### config.mk
export PLATFORM = sky130hd
export DESIGN_NAME = alarm_trigger
export DESIGN_NICKNAME = d
export VERILOG_FILES = /design/src/rtl/alarm_trigger.sv
export SDC_FILE = /design/constraint.sdc
export NUM_CORES = 1
export LEC_CHECK = 0
export ABC_AREA = 1
export BUFFER_PORTS_ARGS = -buffer_cell sky130_fd_sc_hd__clkbuf_2
export CORE_UTILIZATION = 40
export DETAILED_ROUTE_END_ITERATION = 7
export GPL_TIMING_DRIVEN = 0
export PLACE_DENSITY = 0.59
export SYNTH_ARGS = -nofsm -noshare
export SYNTH_HDL_FRONTEND = slang
export SYNTH_SLANG_ARGS = --single-unit
### constraint.sdc
create_clock -name clk -period 5.1 [get_ports clk]
set_input_delay 1.02 -clock clk [delete_from_list [all_inputs] [get_ports clk]]
set_output_delay 1.02 -clock clk [all_outputs]
set_load 0.05 [all_outputs]
### src/rtl/alarm_trigger.sv
// Alarm trigger control: compares time of day to alarm time and pulses start/stop to the tone generator.
// Optional ring timeout enabled by defining RING_TIMEOUT_EN.
module alarm_trigger #(
    parameter int unsigned CLK_HZ           = 62500000,
    parameter int unsigned SNOOZE_SEC       = 300,
    parameter int unsigned MAX_SNOOZE       = 3,
    parameter int unsigned RING_TIMEOUT_SEC = 600
) (
    input  logic       clk,
    input  logic       rst_n,
    input  logic       alarm_en,
    input  logic [4:0] cur_hh,
    input  logic [5:0] cur_mm,
    input  logic [4:0] alm_hh,
    input  logic [5:0] alm_mm,
    input  logic       snooze_btn,
    input  logic       dismiss_btn,
    output logic       start,
    output logic       stop,
    output logic       ringing,
    output logic       snoozing,
    output logic [1:0] snooze_count
);

    localparam int unsigned PW      = $clog2(CLK_HZ + 1);
    localparam int unsigned SEC_MAX = (SNOOZE_SEC > RING_TIMEOUT_SEC) ? SNOOZE_SEC : RING_TIMEOUT_SEC;
    localparam int unsigned SW      = $clog2(SEC_MAX + 1);

    typedef enum logic [1:0] {IDLE, ARMED, RINGING, SNOOZE} state_t;

    state_t          state;
    logic [PW-1:0]   presc;
    logic [SW-1:0]   sec_cnt;
    logic [SW-1:0]   sec_next;
    logic            match;
    logic            match_q;
    logic            trigger;
    logic            running;
    logic            tick;
    logic            snz_done;
    logic            tmo;

    // Interval ends are detected on the tick that completes the final second,
    // so re-ring/timeout land exactly N*CLK_HZ cycles after the causing edge.
    always_comb begin
        match    = (cur_hh == alm_hh) && (cur_mm == alm_mm);
        trigger  = match && !match_q;
        running  = (state == RINGING) || (state == SNOOZE);
        tick     = running && (presc == PW'(CLK_HZ - 1));
        sec_next = sec_cnt + 1'b1;
        snz_done = tick && (sec_next == SW'(SNOOZE_SEC));
`ifdef RING_TIMEOUT_EN
        tmo      = tick && (sec_next == SW'(RING_TIMEOUT_SEC));
`else
        tmo      = 1'b0;
`endif
    end

    always_ff @(posedge clk or negedge rst_n) begin
        if (!rst_n) begin
            state        <= IDLE;
            presc        <= '0;
            sec_cnt      <= '0;
            match_q      <= 1'b0;
            start        <= 1'b0;
            stop         <= 1'b0;
            ringing      <= 1'b0;
            snoozing     <= 1'b0;
            snooze_count <= '0;
        end else begin
            start   <= 1'b0;
            stop    <= 1'b0;
            match_q <= match;

            if (running) begin
                presc <= tick ? '0 : presc + 1'b1;
                if (tick)
                    sec_cnt <= sec_next;
            end else begin
                presc   <= '0;
                sec_cnt <= '0;
            end

            if (!alarm_en) begin
                if (state == RINGING)
                    stop <= 1'b1;
                state        <= IDLE;
                ringing      <= 1'b0;
                snoozing     <= 1'b0;
                snooze_count <= '0;
            end else begin
                case (state)
                    IDLE: state <= ARMED;
                    ARMED: begin
                        if (trigger) begin
                            state        <= RINGING;
                            start        <= 1'b1;
                            ringing      <= 1'b1;
                            snooze_count <= '0;
                            presc        <= '0;
                            sec_cnt      <= '0;
                        end
                    end
                    RINGING: begin
                        if (dismiss_btn) begin
                            state        <= ARMED;
                            stop         <= 1'b1;
                            ringing      <= 1'b0;
                            snooze_count <= '0;
                        end else if (snooze_btn && (snooze_count < 2'(MAX_SNOOZE))) begin
                            state        <= SNOOZE;
                            stop         <= 1'b1;
                            ringing      <= 1'b0;
                            snoozing     <= 1'b1;
                            snooze_count <= snooze_count + 1'b1;
                            presc        <= '0;
                            sec_cnt      <= '0;
                        end else if (tmo) begin
                            state        <= ARMED;
                            stop         <= 1'b1;
                            ringing      <= 1'b0;
                            snooze_count <= '0;
                        end
                    end
                    SNOOZE: begin
                        if (dismiss_btn) begin
                            state        <= ARMED;
                            snoozing     <= 1'b0;
                            snooze_count <= '0;
                        end else if (snz_done) begin
                            state    <= RINGING;
                            start    <= 1'b1;
                            ringing  <= 1'b1;
                            snoozing <= 1'b0;
                            presc    <= '0;
                            sec_cnt  <= '0;
                        end
                    end
                    default: state <= IDLE;
                endcase
            end
        end
    end

endmodule

==> results.py <==
metrics = {
    "yosys": {
        "synth_cells": 410,
        "synth.avg_cell_area_um2": 7.657,
        "ys_seq_area_frac": 0.3587,
        "synth_fp_nets": 445,
        "synth_edf_count": 0,
        "yosysUniqueCellTypes": 34,
        "ys_ff_latch": 45,
        "synth_mux_area_frac": 0,
        "synth_area_mm2": 0.003139,
        "yosys.area_share.simple": 0.4022,
        "yosys_warnings": 0,
        "synth_compound_area_frac": 0.05221,
        "synth_xor_area_frac": 0.06975,
        "synth_ff_type": "dfrtp_1",
        "synth_fa_ha_area_frac": 0.03189,
        "synth_top_family_by_area": "simple AND/OR/NAND/NOR gates",
        "async_reset_ff_frac": 1.000,
    },
    "sta": {
        "period_needed_ps": 2295,
        "fmax_ghz": 0.4356,
        "setup_viol_count_final": 0,
        "rsz0062_at_grt": "no",
        "max-slew-margin-rel": 0.2300,
        "timing.final.crit_share": 0.4501,
        "clock_skew_ps": 5.682,
        "fin_tns_setup_ps": 0,
        "timing_hold_violations_final": 0,
        "worstMarginPinSlew_ps": 1155,
        "maxSlewViolCount": 0,
    },
    "cts": {
        "cts_tree": "built",
        "clk_latency_ps": 290,
        "clk_path_buf_depth": 2,
        "cts_resized": 0,
        "hold_buffers": 0,
        "cts_root_buf": "clkbuf_8",
        "cts_made_buffers": 5,
        "clk_pin_slew_ps": 80,
        "htreeDepth": 2,
        "clock_sinks": 45,
        "postCtsSetupRepairBufs": 0,
    },
    "critical_path": {
        "r2r_slack_ps": 2800,
        "worstPathMaxFanout": 10,
        "path_buf_inv": 2,
        "max_stage_delay_ps": 420,
        "worstPathRequired_ps": 5280,
        "cpMaxStageDelayCell": "dfrtp_1",
        "start_kind": "register",
        "cp-end-kind": "register",
        "critPathArrivalTime_ps": 2480,
        "path_delay_family": "simple AND/OR/NAND/NOR gates",
        "crit_chain": "inv_1, ha_1, nor2_4, nor2_2, nand2_2, nor2_8, nand2_4, nor2_4, nand3_2, nand2_2, nand2_4, nand2_4, buf_12, nor2_4",
        "crit_type": "register to register",
    },
    "cells_and_area": {
        "nets": 484,
        "drive_above_1_share": 0.2111,
        "fin_cells": 549,
        "diodes": 0,
        "final_cell_mix": "nand2_1, nor2_1, inv_1, dfrtp_1, clkbuf_2",
        "area_growth_pct": 12.28,
        "final_common_cell": "nand2_1",
    },
    "job": {
        "max-cap-violations": 0,
    },
    "drt": {
        "first_pass_iters": 4,
        "post-route-drc-count": 0,
        "antenna_left": 0,
        "viasPerCell": 4.769,
        "via_count": 2618,
        "wirelength_um": 6254,
        "drt-initial-drc-count": 76,
        "wire_per_inst_um": 11.39,
    },
    "run_status": {
        "status": "complete, no violations",
    },
    "floorplanning": {
        "dieArea_mm2": 0.008207,
        "rows": 31,
        "start_util": 0.4237,
        "ios": 33,
        "core_mm2": 0.007408,
        "fp.dieH_um": 90.59,
        "die_w_um": 90.59,
    },
    "grt": {
        "track_usage": 0.1719,
        "grt_max_degree": 46,
        "grt_pass1_vias": 2537,
        "antenna_found_initial": 0,
        "grt_pass1_wl_um": 11510,
        "grt_overflow": 0,
    },
    "pwr": {
        "power-per-cell-area_mw_per_mm2": 298.8,
        "ir_drop_uv": 241.3,
        "p_leak_nw": 1.564,
    },
    "place": {
        "gp_congestion": 0.8610,
        "io_buffers": 32,
        "dp.cells": 541,
        "detailed_place_hpwl_um": 4903,
    },
    "worst_hold_path": {
        "holdCritPathClass": "register to register",
    },
}
[through the flow]
stage | total power, mW | setup slack (ps) | instance area, um^2 | util | hold WS [ps]
after CTS | 1.067 | 2795 | 3525 | 0.4758 | 476.4
after global routing | 1.121 | 2598 | 3525 | 0.4758 | 496.9
after floorplan | 0.7302 | 2892 | 3139 | - | 430.7
after global placement | 0.8201 | 2591 | 3423 | 0.4621 | 454.7
after detailed placement | 0.8225 | 2573 | 3423 | 0.4621 | 464.7
final | 1.053 | 2805 | 3525 | 0.4758 | 477.9
[layer usage]
metal	global-route usage	wire [um]	part of all wire
met1	0.2403	3238	0.52
met2	0.2734	2818	0.45
met3	0.03030	151	0.024
met4	0.04435	46	0.0074
met5	0	0	0
[cell type report]
| class | instances | area, um^2 |
|---|---|---|
| buffer | 4 | 58.81 |
| clock inverter | 1 | 5.005 |
| sequential | 45 | 1126 |
| multi-input combinational | 306 | 1745 |
| clock buffer | 7 | 96.34 |
| tap | 99 | 123.9 |
| inverter | 55 | 209.0 |
| fill | 767 | 3884 |
| timing repair buffer | 32 | 160.2 |
[cell families after synthesis]
group                    Yosys count
AO/OA/AOI/OAI                     29
XOR/XNOR                          25
adder cells (fa/ha/maj)            8
buffers and inverters             59
flip-flops                        45
AND/OR/NAND/NOR                  244
[worst register-to-register path: stages, from the launching register on]
cell	delay (ps)
dfrtp_1	420
inv_1	110
ha_1	360
nor2_4	90
nor2_2	120
nand2_2	90
nor2_8	190
nand2_4	70
nor2_4	110
nand3_2	100
nand2_2	90
nand2_4	70
nand2_4	120
buf_12	180
nor2_4	40
[cell usage after synthesis, types with 8 or more instances]
master / number / share of area
nor3_1: 8 / 0.013
o21ai_0: 12 / 0.019
inv_1: 47 / 0.056
nand4_1: 8 / 0.016
xnor2_1: 12 / 0.033
nand2_2: 8 / 0.016
nor2_4: 23 / 0.083
dfrtp_1: 45 / 0.36
nor2_1: 58 / 0.069
nand2_1: 92 / 0.11
xor2_1: 13 / 0.036
a21oi_1: 9 / 0.014
nand3_1: 29 / 0.046
ha_1: 8 / 0.032
[final timing paths]
check                                  endpoint                  from  cells past startpoint
setup / recovery            presc[11]$_DFF_PN0_  state[0]$_DFFE_PN0P_                     14
hold / removal               presc[0]$_DFF_PN0_    presc[0]$_DFF_PN0_                      1
setup reg to reg            presc[11]$_DFF_PN0_  state[0]$_DFFE_PN0P_                     14
hold reg to reg              presc[0]$_DFF_PN0_    presc[0]$_DFF_PN0_                      1
max in group asynchronous        stop$_DFF_PN0_                 rst_n                      1
min in group asynchronous  sec_cnt[3]$_DFF_PN0_                 rst_n                      1
[state kept, by name (all words and copies together) (netlist names)]
register and cells:
ringing 1, presc 26, snooze_count 2, start 1, state 2, snoozing 1, sec_cnt 10, stop 1
match_q 1
[report_power, final]
part           internal (mW)  total (mW)  switching, mW
Clock                  0.123       0.243          0.121
Sequential             0.379       0.397         0.0183
Combinational          0.128       0.413          0.284
Total                  0.630        1.05          0.423
Note: power is estimated with default switching activity, not from simulation.
